[src/rtl/reversible_serial_adder.sv]
// Digit-serial reversible adder.
// Forward mode produces {cout,res} = a + b + cin; reverse mode uncomputes
// res = b - a - cin with cout as the borrow, so (a,b,cin) <-> (a_out,b_out,res,cout)
// is one-to-one. One DIGIT-bit slice is processed per RUN cycle, LSB slice first.
//
// Handshake: a request transfers on a rising edge where in_valid && in_ready;
// a result transfers on a rising edge where out_valid && out_ready. Both valids
// are held by their producer until the transfer, and readies never depend
// combinationally on the matching valid.
module reversible_serial_adder #(
    parameter int WIDTH = 8,
    parameter int DIGIT = 1
) (
    input  logic             clk,
    input  logic             rst,
    input  logic             in_valid,
    output logic             in_ready,
    input  logic             mode,
    input  logic [WIDTH-1:0] a,
    input  logic [WIDTH-1:0] b,
    input  logic             cin,
    output logic             out_valid,
    input  logic             out_ready,
    output logic [WIDTH-1:0] a_out,
    output logic [WIDTH-1:0] b_out,
    output logic [WIDTH-1:0] res,
    output logic             cout,
    output logic             busy
);

    localparam int NUM = WIDTH / DIGIT;
    localparam int CW  = $clog2(NUM + 1);

    typedef enum logic [1:0] {
        IDLE = 2'd0,
        RUN  = 2'd1,
        DONE = 2'd2
    } state_t;

    state_t           state;
    state_t           state_next;
    logic [CW-1:0]    count;
    logic [WIDTH-1:0] a_sh;
    logic [WIDTH-1:0] b_sh;
    logic             mode_q;
    logic             carry;

    logic [DIGIT-1:0] slice_a;
    logic [DIGIT-1:0] slice_b;
    logic [DIGIT:0]   slice_full;
    logic [DIGIT-1:0] slice_res;
    logic             slice_carry;

    // Status outputs are pure decodes of the registered state.
    assign in_ready  = (state == IDLE);
    assign busy      = (state == RUN);
    assign out_valid = (state == DONE);

    // The running carry (forward) or borrow (reverse) is the carry-out once done.
    assign cout = carry;

    // One slice of add or subtract; the top bit is the carry or borrow out
    // (a negative difference wraps and sets it).
    always_comb begin
        slice_a    = a_sh[DIGIT-1:0];
        slice_b    = b_sh[DIGIT-1:0];
        slice_full = '0;
        if (mode_q) begin
            slice_full = {1'b0, slice_b} - {1'b0, slice_a} - {{DIGIT{1'b0}}, carry};
        end else begin
            slice_full = {1'b0, slice_a} + {1'b0, slice_b} + {{DIGIT{1'b0}}, carry};
        end
        slice_res   = slice_full[DIGIT-1:0];
        slice_carry = slice_full[DIGIT];
    end

    // State register.
    always_ff @(posedge clk or posedge rst) begin
        if (rst) begin
            state <= IDLE;
        end else begin
            state <= state_next;
        end
    end

    // Next-state logic: the handoff edge back to IDLE never accepts.
    always_comb begin
        state_next = state;
        case (state)
            IDLE: begin
                if (in_valid) begin
                    state_next = RUN;
                end
            end
            RUN: begin
                if (count == CW'(1)) begin
                    state_next = DONE;
                end
            end
            DONE: begin
                if (out_ready) begin
                    state_next = IDLE;
                end
            end
            default: state_next = IDLE;
        endcase
    end

    // Capture on acceptance, then shift operand copies and assemble res from the top down.
    always_ff @(posedge clk or posedge rst) begin
        if (rst) begin
            a_out  <= '0;
            b_out  <= '0;
            a_sh   <= '0;
            b_sh   <= '0;
            res    <= '0;
            carry  <= 1'b0;
            mode_q <= 1'b0;
            count  <= '0;
        end else begin
            case (state)
                IDLE: begin
                    if (in_valid) begin
                        a_out  <= a;
                        b_out  <= b;
                        a_sh   <= a;
                        b_sh   <= b;
                        carry  <= cin;
                        mode_q <= mode;
                        res    <= '0;
                        count  <= CW'(NUM);
                    end
                end
                RUN: begin
                    a_sh  <= a_sh >> DIGIT;
                    b_sh  <= b_sh >> DIGIT;
                    res   <= (res >> DIGIT) | (WIDTH'(slice_res) << (WIDTH - DIGIT));
                    carry <= slice_carry;
                    count <= count - CW'(1);
                end
                default: begin
                end
            endcase
        end
    end

endmodule

[config.mk]
export PLATFORM = sky130hd
export DESIGN_NAME = reversible_serial_adder
export DESIGN_NICKNAME = d
export VERILOG_FILES = /design/src/rtl/reversible_serial_adder.sv
export SDC_FILE = /design/constraint.sdc
export NUM_CORES = 1
export LEC_CHECK = 0
export CORE_UTILIZATION = 45
export DETAILED_ROUTE_END_ITERATION = 12
export GPL_TIMING_DRIVEN = 1
export PLACE_DENSITY = 0.84
export REMOVE_ABC_BUFFERS = 1
export SYNTH_ARGS = -nofsm -noshare
export SYNTH_HDL_FRONTEND = slang
export SYNTH_SLANG_ARGS = --single-unit
[constraint.sdc]
create_clock -name clk -period 1.8 [get_ports clk]
set_clock_uncertainty 0.05 [all_clocks]
set_input_delay 0.36 -clock clk [delete_from_list [all_inputs] [get_ports clk]]
set_output_delay 0.36 -clock clk [all_outputs]
set_load 0.01 [all_outputs]
; Word level (Yosys, flattened, before mapping)
; Cells that the tools add are included.
[word_totals]
reg_bits = 48
inputBits = 22
output_inout_bits = 28
word_cells = 41
[op_classes]
n_addsub = 5
n_eq_ne = 6
muxes = 15
n_bitwise = 1
n_reduce_logical = 5
[ops]
columns = operator, count
row1 = $pmux W8 S2, 3
row2 = $mux W8, 3
row3 = $mux W2, 4
row4 = $or A7 B8 Y8, 1
row5 = $pmux W4 S2, 1
row6 = $pmux W2 S3, 1
row7 = $eq A4 B1 Y1 const B, 1
row8 = $mux W4, 1
row9 = $ne A2 B1 Y1 const B, 2
row10 = $reduce_and A2 Y1, 2
row11 = $sub A4 B1 Y4 const B, 1
row12 = $reduce_and A3 Y1, 1
row13 = $add A1 B1 Y2, 1
row14 = $add A2 B1 Y2, 1
row15 = $eq A2 B1 Y1 const B, 1
row16 = $eq A2 B2 Y1 const B, 1
row17 = $logic_not A2 Y1, 1
row18 = $ne A2 B2 Y1 const B, 1
row19 = $pmux W1 S2, 1
row20 = $reduce_bool A2 Y1, 1
row21 = $sub A1 B1 Y2, 1
row22 = $sub A2 B1 Y2, 1
row23 = $mux W1, 1

; Longest topological paths before layout
; Gate-level depths: netlist of run 1.
[logic_depth]
ltp_word = 5
mapped_depth = 6
depth_no_buf = 5

; Least setup slack after synthesis of run 1
; OpenSTA, ideal clock, no wires.
[synth_timing]
path_type = flip-flop to output port
startpoint = register state[1]
endpoint = output port busy
arrival_time_ns = 1.001
t_required_ns = 1.390
setup_slack_ns = 0.389
path_stages_with_launch = 5
path_buffers = 2
cell_sequence = dfrtp_1 > buf_2 > nand2b_2 > inv_2 > buf_2
[synth_via]
elab_chain_cells = 1
[synth_rtl]
columns = item, line
row1 = "start, declared", 40  ; state_t state;
row2 = "start signal, assigned", 82  ; state <= state_next;
row3 = $eq A2 B1 Y1, 56  ; assign busy = (state == RUN);
row4 = "end, declared", 28  ; output logic busy
; Every way passes these cells.

; Worst setup path in the final report of run 1
[layout_timing]
startpoint = register state[0]
endpoint = output port busy
; The elaborated chain is that of the path after synthesis.

==> qor.yml, run 1 <==
die_w_um: 70.0
dieArea_um2: 4900
tns_ns: 0
drc_errors: 0
wl_met3_um: 203
numCtsBuffers: 5
synth_cells: 179
hold_violations: 0
max_cap_viol_count: 0
ys_seq_area_frac: 0.578
crit_path_end: "busy"
rrSetupSlack_ns: 0.23
rows: 24
core-area_um2: 4380
finalWorstSetupSlack_ns: 0.118
synth_compound_area_frac: 0.150
fin_crit_ns: 1.68
grt_usage: 0.188
post_synth_most_frequent_cells: "dfrtp_1, nand2_1, o21ai_0"
start_util: 0.474
synth_most_common_cell: "dfrtp_1"
async_reset_ff_frac: 1.00
synth_edf_count: 0
grt_first_pass_wirelength_um: 7110
nets: 264
gr-total-overflow: 0
topRoutingLayerUsed: "met4"
setup_viol: 0
placed_area_um2: 2680
power_mw: 4.64
place.gp.congestion: 0.743
synthSimpleGateAreaFrac: 0.0999
hold_class: "in -> async"
grt_pass1_vias: 1540
first_pass_iters: 4
yosys_warnings: 0
whs_ns: 0.279
path_class: "reg -> out"
critPathCaptureType: "output pin"
startpoint: "state[0]"
antenna_found_initial: 0
drv_slew: 0
grt_setup_unrepaired: "no"
crit_arrival_ns: 1.27
yosys.area.top_type: "dfrtp_1"
clockBufferDepth: 2
synth.area.mux_share: 0.0921
r2r_end: "b_out[2]"
power_leakage_nw: 1.19
clk_pin_slew_ns: 0.08
viasPerCell: 5.40
ir_drop_mv: 0.763
worst_setup_path_start_kind: "flop"
fmax_ghz: 0.595
drive_above_1_share: 0.184
wl_um: 4160
routedWlPerCell_um: 14.3
synthFlopType: "dfrtp_1"
yosysUniqueCellTypes: 31
io_buffers: 49
synth_area_leaders: "dfrtp_1, mux2_2, nand2_1, o21ai_0, a22oi_1"
maxSlewHeadroom: 0.718
worstMarginPinSlew_ns: 0.423
grt_max_degree: 36
dpl.cell_count: 281
cts_sinks: 48
timing.critical_path.fanout_max: 4
antenna_cells: 0
synthToLayoutAreaGrowth_pct: 33.9
synth_adder_area_share: 0.0313
avgSynthCellArea_um2: 11.6
clk_latency_ns: 0.30
synth_top_family_by_area: "compound AO/OA/AOI/OAI gates"
final_util: 0.635
root_buffer: "clkbuf_8"
syn_area_um2: 2080
htreeDepth: 2
status: "complete, no violations"
vias: 1572
yosys_register_bits: 48
cts_tree: "yes"
ant_nets: 0
wl_met1_um: 1840
fin_cells: 291
die_h_um: 70.0
first_iter_violations: 98
yosys.area_share.xor_xnor: 0
design_area_um2: 2780
wl_met2_um: 2010
dp_hpwl_um: 2960
synth_top_area_frac: 0.578
place_ws_ns: -0.0287
holdBufCountCts: 0
reg2reg_depth: 4
required_ns: 1.39
finalCritPeriodShare: 0.934
boundaryPins: 50
powerDensity_nw_per_um2: 1670
r2r-start: "state[0]"
-- repair_timing --
| item | 4_1_cts | 5_1_grt |
|---|---|---|
| endpoints found under the setup margin | 3 | 0 |
| gates resized for setup | 5 | 0 |
| buffers inserted | 2 | 0 |
-- where the power goes --
group          switching [mW]  total, mW  internal, mW  leakage (nW)
Combinational           0.942       2.12          1.18         0.552
Clock                   0.329      0.643         0.313        0.0455
Sequential              0.304       1.87          1.57         0.594
-- layout by cell type, fill, tap and decap left out, drive strengths merged, types with 3 or more instances in the layout --
cell / netlist / routed
a22o: 3 / 3
clkbuf: 1 / 8
mux2: 17 / 17
o21ai: 24 / 24
a22oi: 13 / 13
inv: 8 / 8
clkdlybuf4s50: 0 / 46
nand2: 32 / 32
buf: 10 / 14
dfrtp: 48 / 48
dlygate4sd2: 0 / 3
-- final cells by class --
type / instances / area (µm²)
Tap cell: 52 / 65.1
Sequential cell: 48 / 1200
Clock buffer: 8 / 90.1
Fill cell: 370 / 1600
Timing Repair Buffer: 63 / 617
Multi-Input combinational cell: 112 / 779
Inverter: 8 / 30.0
-- per-layer routing --
metal | vias up | track usage
met1 | 780 | 0.243
met2 | 43 | 0.298
li1 | 738 | -
met5 | - | 0
met4 | 0 | 0.0844
met3 | 11 | 0.0505
-- how the worst min path moves through the flow --
stage | start | endpoint | slack, ns | cells after the start
6_report | rst | res[6] | 0.28 | 2
5_1_grt | rst | res[6] | 0.30 | 2
4_1_cts | rst | res[6] | 0.28 | 2
3_5_place_dp | a_sh[0] | a_sh[0] | 0.42 | 2
3_3_place_gp | b_sh[3] | b_sh[3] | 0.41 | 2
2_1_floorplan | a_sh[0] | a_sh[0] | 0.40 | 2
-- kinds of logic (layout without fill, tap and decap cells) --
kind of cell / count (synthesis) / in the layout
and+or+nand+nor: 43 / 43
adders and majority gates: 4 / 4
AOI/OAI and AO/OA: 48 / 48
muxes: 17 / 17
DFF: 48 / 48
buffers and inverters: 19 / 79
-- worst max-delay path, cell delays in order (launching register included) --
cell and delay (ns):
dfrtp_1 0.44, buf_4 0.16, nand2b_2 0.07, inv_2 0.04, dlygate4sd2_1 0.27
-- state kept, by name (all words and copies together), names as in the netlist --
signal  flops
res         8
mode_q      1
count       4
b_out       8
cout        1
a_out       8
a_sh        8
state       2
b_sh        8
No activity file was read; power rests on OpenSTA's default activity.
==> run 2: changes to the inputs <==
- CAP_MARGIN: unset -> 20
- CORE_ASPECT_RATIO: unset -> 1.5
- CORE_UTILIZATION: 45 -> 30
- PLACE_DENSITY: 0.84 -> 0.63
==> run 2 against run 1 <==
Against the previous run:
- clock power rose by 2%
- maximum frequency fell by 0.30%
- register-to-register slack got worse by 0.12 ns
- worst hold slack gained 0.090 ns
- global-route usage fell by 6.0 points
- die area up 49%
==> qor.yml, run 2 (synthesis gave the netlist of run 1 again) <==
status: "complete, no violations"
htreeDepth: 2  # unchanged
cts_sinks: 48  # unchanged
vias: 1534  # -2.4%
nets: 264  # unchanged
ir_drop_mv: 0.718  # -6.0%
fill_cells: 655  # +77%
synthToLayoutAreaGrowth_pct: 35.2
clk_pin_slew_ns: 0.08  # about the same
cts_tree: "yes"
fmax_ghz: 0.593  # -0.30%
boundaryPins: 50  # unchanged
maxSlewHeadroom: 0.772  # +0.0542
grt_usage: 0.129  # -0.0595
critPathCaptureType: "flop"
clk_latency_ns: 0.29  # about the same
hold_violations: 0  # unchanged
max_cap_viol_count: 0  # unchanged
hold_class: "in -> async"
first_iter_violations: 65  # -34%
drv_slew: 0  # unchanged
fin_crit_ns: 1.69  # +0.00503 ns
grt_max_degree: 49  # +36%
design_area_um2: 2810  # +0.99%
path_class: "reg -> reg"
powerDensity_nw_per_um2: 1650  # -1.2%
layout_commonest_cell: "dfrtp_1"
numCtsBuffers: 5  # unchanged
drc_errors: 0  # unchanged
grt_setup_unrepaired: "no"
final_util: 0.428  # -0.207
die_w_um: 70.0  # unchanged
rows: 36  # +50%
required_ns: 1.93  # +0.54 ns
ant_nets: 0  # unchanged
placed_area_um2: 2700  # +0.93%
seq_area_um2: 1200  # -0.10%
antenna_cells: 0  # unchanged
worstMarginPinSlew_ns: 0.341  # -0.0820 ns
io_buffers: 49  # unchanged
final_cell_mix: "dfrtp_1, clkdlybuf4s50_1, nand2_1, o21ai_0, mux2_2"
core-area_um2: 6580  # +50%
drive_above_1_share: 0.192  # +0.00837
power_leakage_nw: 1.19  # -0.26%
antenna_found_initial: 0  # unchanged
grt_first_pass_wirelength_um: 7600  # +6.8%
viasPerCell: 4.87  # -9.9%
dp_hpwl_um: 3060  # +3.6%
die_h_um: 104  # +49%
holdBufCountCts: 0  # unchanged
start_util: 0.316  # -0.158
clockBufferDepth: 2  # unchanged
multi_input_area_um2: 788  # +1.1%
first_pass_iters: 4  # unchanged
timing.critical_path.fanout_max: 13  # +9
root_buffer: "clkbuf_8"
finalCritPeriodShare: 0.937  # +0.00279
dieArea_um2: 7280  # +49%
place.gp.congestion: 0.707  # -4.9%
setup_viol: 0  # unchanged
worst_setup_path_start_kind: "flop"
routedWlPerCell_um: 13.9  # -3.1%
grt_pass1_vias: 1534  # -0.39%
crit_arrival_ns: 1.82  # +0.55 ns
gr-total-overflow: 0  # unchanged
wl_um: 4370  # +4.9%
==> run 2: changes by cell type in the layout (fill, tap and decap cells not counted), sizes merged <==
cell and delta:
clkdlybuf4s15 +1, dlygate4sd2 -1
==> run 2: worst max-delay path, cell delays in order (launching register included) <==
cell	delay (ns)
dfrtp_1	0.39
buf_4	0.16
buf_4	0.18
nor3b_4	0.19
buf_4	0.24
mux2_2	0.35
==> run 2: through the flow <==
stage | setup TNS, ns | worst slack (ns) | instances | hold slack [ns] | power [mW]
after floorplan | -3.46 | -0.195 | 168 | 0.400 | 2.94
after global placement | -0.219 | -0.0226 | 306 | 0.414 | 3.95
after detailed placement | -0.480 | -0.0512 | 306 | 0.419 | 4.01
after CTS | 0 | 0.0207 | 316 | 0.386 | 4.72
after global routing | 0 | 0.00476 | 315 | 0.415 | 5.01
final | 0 | 0.113 | 315 | 0.370 | 4.63
==> run 2: final cells by class <==
type | count | share of cell area
sequential | 48 | 0.427
clock buffer | 8 | 0.0320
timing repair buffer | 63 | 0.216
inverter | 8 | 0.0107
tap | 76 | 0.0338
multi-input combinational | 112 | 0.280
==> run 2: worst paths after layout <==
check	start	endpoint	slack [ns]	cells past startpoint
worst min register to register	a_sh[3]	a_sh[3]	0.43	2
worst min-delay path	rst	res[6]	0.37	3
min in group clk	a_sh[3]	a_sh[3]	0.43	2
worst max-delay path	state[0]	b_out[3]	0.11	5
max in group asynchronous	rst	a_sh[7]	1.10	3
worst max register to register	state[0]	b_out[3]	0.11	5
==> run 2: repair_timing <==
| item | in CTS | in global routing |
|---|---|---|
| buffers inserted | 2 | 0 |
| resized for setup | 8 | 1 |
| endpoints found under the setup margin | 3 | 2 |
==> run 2: routing by layer <==
metal,share of wire,global-route usage
met4,0.011,0.0400
met2,0.50,0.216
met3,0.049,0.0349
met1,0.43,0.160
met5,0,0
==> run 2: power by group <==
part / internal (mW) / leakage [nW] / switching, mW / total (mW)
sequential: 1.57 / 0.596 / 0.288 / 1.86
clock: 0.314 / 0.0455 / 0.340 / 0.653
combinational: 1.17 / 0.547 / 0.948 / 2.12
